### src/rtl/data_mem_port.sv
// Memory-stage load/store port: turns one MemRead/MemWrite per instruction into a
// single req/ack word-bus transaction with byte lanes, stalling the pipeline until it completes.
module data_mem_port #(
  parameter int ADDR_W      = 9,
  parameter int TIMEOUT_CYC = 255
) (
  input  logic              clk,
  input  logic              reset,
  input  logic              MemRead,
  input  logic              MemWrite,
  input  logic [2:0]        Funct3,
  input  logic [31:0]       Addr,
  input  logic [31:0]       WrData,
  output logic [31:0]       RdData,
  output logic              Stall,
  output logic              AccessErr,
  output logic              bus_req,
  output logic              bus_we,
  output logic [3:0]        bus_be,
  output logic [ADDR_W-1:0] bus_addr,
  output logic [31:0]       bus_wdata,
  input  logic [31:0]       bus_rdata,
  input  logic              bus_ack
);

  localparam logic [2:0] F3_B  = 3'b000;
  localparam logic [2:0] F3_H  = 3'b001;
  localparam logic [2:0] F3_W  = 3'b010;
  localparam logic [2:0] F3_BU = 3'b100;
  localparam logic [2:0] F3_HU = 3'b101;

  localparam int               CNT_W    = $clog2(TIMEOUT_CYC + 1);
  localparam logic [CNT_W-1:0] LAST_CNT = CNT_W'(TIMEOUT_CYC - 1);

  typedef enum logic [1:0] {S_IDLE, S_WAIT, S_DONE} state_t;

  state_t           state;
  logic [CNT_W-1:0] wait_cnt;
  logic             op_load;
  logic [2:0]       op_f3;
  logic [1:0]       op_k;

  logic        req;
  logic        is_store;
  logic        legal;
  logic [3:0]  be_nxt;
  logic [31:0] wdata_nxt;

  // Address bits above the bus word address are not decoded.
  logic unused_addr_hi;
  assign unused_addr_hi = ^Addr[31:ADDR_W+2];

  // Shift the addressed lane(s) down to bit 0 and extend per the load kind.
  function automatic logic [31:0] extend_load(input logic [2:0]  f3,
                                              input logic [1:0]  k,
                                              input logic [31:0] word);
    logic [31:0] sh;
    sh = word >> {k, 3'b000};
    case (f3)
      F3_B:    return {{24{sh[7]}}, sh[7:0]};
      F3_BU:   return {24'b0, sh[7:0]};
      F3_H:    return {{16{sh[15]}}, sh[15:0]};
      F3_HU:   return {16'b0, sh[15:0]};
      default: return word;
    endcase
  endfunction

  always_comb begin
    // NOTE: every output of this block gets a default first; a path that skips one infers a latch.
    req       = MemRead | MemWrite;
    is_store  = MemWrite;
    legal     = 1'b0;
    be_nxt    = 4'b0000;
    wdata_nxt = '0;
    case (Funct3)
      F3_B, F3_BU: begin
        legal     = !(is_store && Funct3 == F3_BU);
        be_nxt    = 4'b0001 << Addr[1:0];
        wdata_nxt = {4{WrData[7:0]}};
      end
      F3_H, F3_HU: begin
        legal     = !Addr[0] && !(is_store && Funct3 == F3_HU);
        be_nxt    = Addr[1] ? 4'b1100 : 4'b0011;
        wdata_nxt = {2{WrData[15:0]}};
      end
      F3_W: begin
        legal     = (Addr[1:0] == 2'b00);
        be_nxt    = 4'b1111;
        wdata_nxt = WrData;
      end
      default: legal = 1'b0;
    endcase
    if (!is_store) wdata_nxt = '0;
  end

  // The stall must cover the request cycle itself, so IDLE contributes combinationally.
  assign Stall = (state == S_WAIT) || (state == S_IDLE && req && legal);

  always_ff @(posedge clk) begin
    // NOTE: non-blocking assignments throughout, so every register sees pre-edge values.
    if (reset) begin
      state     <= S_IDLE;
      wait_cnt  <= '0;
      RdData    <= '0;
      AccessErr <= 1'b0;
      bus_req   <= 1'b0;
      bus_we    <= 1'b0;
      bus_be    <= 4'b0000;
      bus_addr  <= '0;
      bus_wdata <= '0;
      op_load   <= 1'b0;
      op_f3     <= 3'b000;
      op_k      <= 2'b00;
    end else begin
      AccessErr <= 1'b0;
      case (state)
        S_IDLE: begin
          if (req) begin
            if (legal) begin
              bus_req   <= 1'b1;
              bus_we    <= is_store;
              bus_be    <= be_nxt;
              bus_addr  <= Addr[ADDR_W+1:2];
              bus_wdata <= wdata_nxt;
              op_load   <= !is_store;
              op_f3     <= Funct3;
              op_k      <= Addr[1:0];
              wait_cnt  <= '0;
              state     <= S_WAIT;
            end else begin
              AccessErr <= 1'b1;
              RdData    <= '0;
            end
          end
        end
        S_WAIT: begin
          // An ack arriving in the last allowed cycle beats the timeout.
          if (bus_ack) begin
            bus_req  <= 1'b0;
            if (op_load) RdData <= extend_load(op_f3, op_k, bus_rdata);
            wait_cnt <= '0;
            state    <= S_DONE;
          end else if (wait_cnt == LAST_CNT) begin
            bus_req   <= 1'b0;
            RdData    <= '0;
            AccessErr <= 1'b1;
            wait_cnt  <= '0;
            state     <= S_DONE;
          end else begin
            wait_cnt <= wait_cnt + 1'b1;
          end
        end
        // The request still visible here belongs to the finished instruction.
        S_DONE:  state <= S_IDLE;
        default: state <= S_IDLE;
      endcase
    end
  end

endmodule

### config.mk
export PLATFORM = sky130hd
export DESIGN_NAME = data_mem_port
export DESIGN_NICKNAME = d
export VERILOG_FILES = /design/src/rtl/data_mem_port.sv
export SDC_FILE = /design/constraint.sdc
export NUM_CORES = 1
export LEC_CHECK = 0
export ABC_AREA = 1
export CAP_MARGIN = 20
export CORE_AREA = 5 5 107 109
export DETAILED_ROUTE_END_ITERATION = 8
export DIE_AREA = 0 0 112 114
export PLACE_DENSITY = 0.85
export RECOVER_POWER = 25
export SYNTH_ARGS = -nofsm -noshare
export SYNTH_HDL_FRONTEND = slang
export SYNTH_SLANG_ARGS = --single-unit
### constraint.sdc
create_clock -name clk -period 2.6 [get_ports clk]
set_input_delay 0.52 -clock clk [delete_from_list [all_inputs] [get_ports clk]]
set_output_delay 0.52 -clock clk [all_outputs]
set_load 0.05 [all_outputs]
Word level (Yosys, flattened, before mapping)
Index checks and enable logic that the tools add are counted.

storage, ports and cells
  output and inout port bits = 81
  flip-flop bits (word level) = 96
  logic and storage cells = 84
  input port bits = 104

operators by class
  muxes and demuxes = 32
  equal/unequal tests = 14
  reductions and logical operators = 22
  bitwise gates (word level) = 1
  shift operators = 2
  $add $sub $neg = 1

operator list
  cell                 count
  $mux 32              6
  $pmux 32 s4          1
  $pmux 32 s3          1
  $pmux 32 s2          1
  $mux 8               4
  $shr 32x5->16        1
  $pmux 8 s2           1
  $eq 3x3->1 const B   4
  $pmux 4 s3           1
  $reduce_and 3->1     3
  $add 8x1->8 const B  1
  $eq 8x8->1 const B   1
  $mux 1               8
  $mux 2               4
  $eq 3x1->1 const B   2
  $logic_not 3->1      2
  $ne 2x2->1 const B   3
  $logic_and 1x1->1    5
  $reduce_and 5->1     1
  $logic_not 1->1      4
  $logic_not 2->1      2
  $mux 4               1
  $pmux 1 s2           2
  $pmux 2 s2           1
  11 further kinds     12

Depth between registers and ports, before layout
Gate-level depths: netlist of run 1.

  depth in word-level cells = 8
  gate-level depth with buffers = 11

Worst setup path before layout of run 1
Ideal clock, no wire load.

  path type = input-to-output
  start = input port Funct3[1]
  end = output port Stall
  arrival time = 1,289 ps
  cell stages on the path = 6
  slack = 791 ps
  cells stage by stage = buf_4 -> inv_4 -> nand3_2 -> nand2_2 -> nand2_2 -> nand2_2

between the ends
  longest elaborated chain between the ends = 7

RTL lines
  item                   RTL line  text
  start: declaration     11        input logic [2:0] Funct3,
  $eq 3x3->1             75, 82
  $logic_and 1x1->1      82        legal = !Addr[0] && !(is_store && Funct3 == F3_HU);
  $logic_not 1->1        82
  $logic_and 1x1->1      82
  $pmux 1 s3 (*)         75        case (Funct3)
  $logic_and 1x1->1 (*)  97        assign Stall = (state == S_WAIT) || (state == S_IDLE && req && legal);
  $logic_or 1x1->1 (*)   97
  end: declaration       15        output logic Stall,

Every way passes the cells marked *; elsewhere a longest branch is shown, timed or not.

Worst setup path after layout of run 1
  start = input port Addr[0]
  end = output port Stall

between the ends
  longest elaborated chain between the ends = 5

RTL lines
  item                   RTL line  text
  start: declaration     12        input logic [31:0] Addr,
  $logic_not 1->1        82
  $logic_and 1x1->1      82
  $pmux 1 s3 (*)         75
  $logic_and 1x1->1 (*)  97
  $logic_or 1x1->1 (*)   97

Marks and branches as above.

==> results.md, run 1 <==
* Routed len/inst at 14.63 µm
* CP Max Fanout at 8
* Fin Setup TNS at 0 ps
* Syn. warnings at 0
* Worst slew pin tran at roughly 740 ps
* Startpoint class of the critical path: input pin
* Length in cells of the worst reg-to-reg path at 7
* Final hold vios at 0
* RR Startpoint: op_k[1]$_SDFFE_PP0P_
* CP Capture Type: primary output
* Crit share post-route at 92.07%
* Power Density at slightly above 500 nW/µm²
* Largest net degree at the start of global routing at 71
* DR iter-0 viols at 353
* First-pass GRT wire length at 22.80 mm
* Cells after Synth at 705
* Slowest CP cell: dlygate4sd3_1
* Static Leak at ~2.6 nW
* CTS Root Cell: clkbuf_8
* Grt ovf at 0
* Clock latency on the worst-skew pair at 370 ps
* Number of setup violations in the final report at 0
* Count of input and output buffers at 163
* RSZ-0062 raised after global routing: no
* Slowest stage delay, CP at 620 ps
* Vias in the first global route at 4754
* Core Region at 10510 µm²
* Vias/cell at between 5 and 6
* Area delta synth->final at 38.78%
* Synth top area share at approximately two fifths
* Initial Utilization at 46.15%
* Hold_sp: bus_req$_SDFFE_PP0P_
* Clk_skew at 14.36 ps
* Synth Area per Inst at 6.879 µm²
* Crit-path most repeated cell: nand2_2
* Worst Hold Path Cells at 2
* CTS tree: done
* Final Hold Slack at 458.3 ps
* CP cell instances: dlygate4sd3_1, nor2_1, nand3_1, nand2_2, nand2_2, nand2_2, buf_12
* Maximum clock rate at around 420 MHz
* Max IR drop VDD at 0.0003394 V
* Hold Crit Class: register to register
* Maximum root-to-sink buffer count at 2
* R2R Setup Slk at 650 ps
* Sequential fraction of the synthesis area at 39.63%
* Drt drc at 0
* Initial antenna violation count at 1
* CP required at 2080 ps
* Number of flops mapped to enable cells by yosys at 0
* Hpwl dp at about 11 mm
* Row count at 38
* Die height at 114 µm
* DR pass1 iterations at 5
* Ys async rst share at 0%
* Mapped Area at 4850 µm²
* Final worst slack at 206.1 ps
* Tot Pwr at approximately 3.5 mW
* Routed WL at 14.57 mm
* Die Width at 112 µm
* Clock sinks at 96
* Via count at 5232
* GRT Overall Usage at 22.05%
* Synth Flop Type: dfxtp_1
* Top-count cell post-synth: nand2_1
* Post-CTS sizing at 0
* RD Place Congestion at 0.9335
* Die area at around 13000 µm²
* Clock period minus worst slack at 2394 ps
* MaxCap Viol Count at 0
* DP Worst Slack at 243.0 ps
* Final core occ at 64.05%
* I/O pin total at ~190
* Final-layout fill cell count at 935
* Synth Register Bits at 96
* Share of layout cells above drive strength 1 at 7.243%
* Synthesized net count at 811
* Hold path endpoint: bus_req$_SDFFE_PP0P_
* Most instantiated cells after synthesis: 194 x nand2_1, 96 x dfxtp_1, 76 x a21oi_1
* Post-synth top area cell: dfxtp_1
* CTS H-tree lvls at 3
* Top cells by area, synth: dfxtp_1 40%, nand2_1 15%, a21oi_1 7.8%
* # diodes at 0
* Capture point of the worst reg-to-reg path: RdData[31]$_SDFFE_PP0P_
* Critical path class: input pin to primary output
* Status: complete, no violations
* Clock transition at path regs at 80 ps
* Crit path DAT at 1870 ps
* CTS Hold Bufs at 0
* Postcts setup bufs at 0
* Total CTS buffers at 9
* Max Slew Vio Count at 0
* Post-synth cell types at 36
* Routed Antenna Nets at 0
* Worst slew margin at 50.36%
* Final net count at roughly 960
==> metrics by stage <==
stage	std cells	area, µm²
final	996	6730
after global routing	996	6730
after CTS	996	6782
after detailed placement	980	6576
after global placement	980	6576
after floorplan	705	4850
==> area by class of cell <==
| class | instances | area, µm² | area share, % |
|---|---|---|---|
| tap | 140 | 175.2 | 2.603 |
| timing repair buffer | 175 | 1762 | 26.18 |
| sequential | 96 | 1922 | 28.56 |
| clock buffer | 11 | 141.4 | 2.101 |
| multi-input combinational | 517 | 2469 | 36.68 |
| clock inverter | 5 | 63.81 | 0.9481 |
| inverter | 52 | 197.7 | 2.937 |
==> placed cells by master, fill, tap and decap left out, types with 2 or more instances in the layout <==
| cell | synthesis | layout |
|---|---|---|
| a21oi_1 | 76 | 76 |
| a21oi_2 | 6 | 6 |
| a22o_1 | 8 | 8 |
| a22oi_1 | 16 | 16 |
| buf_12 | 0 | 4 |
| buf_4 | 6 | 8 |
| clkbuf_8 | 0 | 10 |
| clkdlybuf4s50_1 | 0 | 160 |
| clkinv_4 | 0 | 2 |
| dfxtp_1 | 96 | 96 |
| ha_1 | 2 | 2 |
| inv_1 | 41 | 44 |
| inv_2 | 10 | 7 |
| nand2_1 | 194 | 195 |
| nand2_2 | 5 | 4 |
| nand3_1 | 55 | 58 |
| nand3_2 | 12 | 9 |
| nand4_1 | 2 | 2 |
| nor2_1 | 71 | 73 |
| nor2_4 | 4 | 2 |
| nor3_1 | 3 | 3 |
| o21ai_0 | 41 | 41 |
| o21ai_1 | 10 | 10 |
==> sequential cells by signal (all words and copies together), names as in the netlist <==
signal,cells
bus_wdata,32
op_load,1
op_f3,3
AccessErr,1
op_k,2
state,2
RdData,32
bus_we,1
wait_cnt,8
bus_req,1
bus_addr,9
bus_be,4
==> how the worst max path moves through the flow <==
stage                     depth (start not counted)  slack, ps                     end      start
after detailed placement                          6        240                   Stall   MemWrite
after floorplan                                   6        790                   Stall  Funct3[1]
final                                             7        210                   Stall    Addr[0]
after CTS                                         6        210                   Stall   MemWrite
after global routing                              7        100                   Stall    Addr[0]
after global placement                            9        270  bus_be[0]$_SDFFE_PP0P_    Addr[0]
==> critical path: cells and delay by family <==
kind	cells	cell delay, ps
buffers and inverters	2	780
and+or+nand+nor	5	550
==> kinds of logic after synthesis <==
family                     Yosys count  share of synthesized area, %
and+or+nand+nor                    352                         32.02
AOI/OAI and AO/OA                  162                         18.94
DFF                                 96                         39.63
buffers and inverters               92                         8.720
adders and majority gates            2                        0.5159
xor gates and xnor gates             1                        0.1806
==> power by group <==
part           switching [mW]  internal (mW)
logic                   0.553          0.333
registers              0.0361           1.52
clock network           0.551          0.479
==> layer usage <==
metal  part of all wire (%)  track usage, %  vias up
li1                       -               -     2606
met5                  0.048               0        -
met3                     13           10.13       43
met4                    2.9           8.333        2
met1                     39           25.37     2327
met2                     45           36.09      254
(Power assumes the default switching activity.)
==> run 2: changes to the inputs <==
SKIP_LAST_GASP = 1   (was default)
==> results of run 2 <==
The final DEF is identical to that of run 1; final timing and power are the same.
==> run 3: changes to the inputs <==
clock period = 2.8 ns   (was 2.6 ns; I/O delays follow)
==> results.md, run 3 (synthesis gave the netlist of run 1 again) <==
* Slowest CP cell: dlygate4sd3_1
* CP required at roughly 2200 ps
* Tot Pwr at 3.218 mW
* Area delta synth->final at 38.57%
* Vias in the first global route at 4670
* Crit path DAT at 2050 ps
* CP cell instances: dlygate4sd3_1, inv_4, nand3_2, nand2_2, nand2_2, nand2_2, buf_12
* Final net count at 954
* Die Width at 112 µm
* Die area at 12770 µm²
* Slowest stage delay, CP at 750 ps
* # diodes at 0
* Grt ovf at 0
* Power Density at roughly 480 nW/µm²
* Routed WL at 14.36 mm
* CP Capture Type: primary output
* Vias/cell at 5.166
* Clock transition at path regs at roughly 80 ps
* Max Slew Vio Count at 0
* Crit-path most repeated cell: nand2_2
* Clock sinks at 96
* Status: complete, no violations
* Largest regs: RdData (32), bus_wdata (32), bus_addr (9)
* I/O pin total at about 190
* Most frequent cells in the layout: 194 x nand2_1, 156 x clkdlybuf4s50_1, 96 x dfxtp_1, 76 x a21oi_1, 72 x nor2_1
* Final-layout fill cell count at 943
* Post-CTS sizing at 0
* Initial antenna violation count at 0
* Largest net degree at the start of global routing at just over 70
* Crit share post-route at 93.26%
* Leading cell type in the layout, fill and taps excluded: nand2_1
* Hold Crit Class: register to register
* Share of layout cells above drive strength 1 at 7.503%
* Count of input and output buffers at 163
* Critical path class: input pin to primary output
* DR iter-0 viols at 363
* Total CTS buffers at 9
* Clock latency on the worst-skew pair at between 300 and 400 ps
* CP Max Fanout at 9
* MaxCap Viol Count at 0
* Core Region at 10510 µm²
* GRT Overall Usage at about 22%
* Worst slew margin at 49.68%
* Final hold vios at 0
* Startpoint class of the critical path: input pin
* First-pass GRT wire length at 22.69 mm
* Routed Antenna Nets at 0
* Row count at 38
* Drt drc at 0
* Postcts setup bufs at 0
* DR pass1 iterations at 5
* Hpwl dp at 10.47 mm
* CTS H-tree lvls at 3
* Die height at 114 µm
* Max IR drop VDD at 0.0002655 V
* Static Leak at 2.601 nW
* Clock period minus worst slack at around 2600 ps
* Worst slew pin tran at about 750 ps
* Maximum clock rate at 383.0 MHz
* Via count at 5130
* CTS tree: done
* RSZ-0062 raised after global routing: no
* CTS Root Cell: clkbuf_8
* Fin Setup TNS at 0 ps
* Final Hold Slack at 452.8 ps
* Maximum root-to-sink buffer count at 2
* Number of setup violations in the final report at 0
* CTS Hold Bufs at 0
* Initial Utilization at 46.15%
* RD Place Congestion at 0.9228
* Routed len/inst at 14.46 µm
* Clk_skew at roughly 12 ps
run 3: changes by cell type in the layout (fill, tap and decap cells not counted), sizes merged:
cell / change
inv: +1
clkinv: -1
dlygate4sd3: +4
buf: -3
clkdlybuf4s50: -4
run 3: path summary, 6_finish.rpt:
| path | endpoint | slack [ps] | depth (start not counted) | startpoint |
|---|---|---|---|---|
| worst max-delay path | Stall | 190 | 7 | Funct3[1] |
| worst min-delay path | bus_req$_SDFFE_PP0P_ | 450 | 2 | bus_req$_SDFFE_PP0P_ |
| worst max register to register | RdData[16]$_SDFFE_PP0P_ | 850 | 7 | op_k[1]$_SDFFE_PP0P_ |
| worst min register to register | bus_req$_SDFFE_PP0P_ | 450 | 2 | bus_req$_SDFFE_PP0P_ |
run 3: cell type report:
| cell class | count | area [µm²] | share of cell area, % |
|---|---|---|---|
| multi-input cells | 517 | 2494 | 37.11 |
| flip-flops and latches | 96 | 1922 | 28.60 |
| repair buffers | 172 | 1727 | 25.69 |
| inverters | 52 | 197.7 | 2.942 |
| well taps | 140 | 175.2 | 2.607 |
| clock buffers | 11 | 141.4 | 2.104 |
| clock inverters | 5 | 63.81 | 0.9495 |
run 3: metrics by stage:
stage                     worst slack [ps]  utilization [%]  std cells  instance area (µm²)
after CTS                            248.0            64.09        993                 6734
after global routing                 85.70            63.96        993                 6720
after global placement               265.8            62.13        977                 6529
after detailed placement             251.0            62.13        977                 6529
after floorplan                      911.2                -        705                 4850
final                                188.8            63.96        993                 6720
run 3: metal layers:
| layer | vias up | part of all wire [%] | GRT usage (%) |
|---|---|---|---|
| met5 | - | 0 | 0 |
| met1 | 2272 | 40 | 25.72 |
| li1 | 2602 | - | - |
| met4 | 0 | 1.8 | 6.090 |
| met3 | 30 | 12 | 10.29 |
| met2 | 226 | 46 | 36.65 |
run 3: power by group:
group / internal, mW / total [mW] / switching [mW] / leakage, nW
Sequential: 1.41 / 1.45 / 0.0342 / 0.778
Clock: 0.446 / 0.958 / 0.512 / 0.101
Combinational: 0.301 / 0.812 / 0.511 / 1.72
Total: 2.16 / 3.22 / 1.06 / 2.60
run 3: critical path, delay by kind of cell:
family	cells	cell delay (ps)
buffers and inverters	3	1060
and+or+nand+nor	4	420
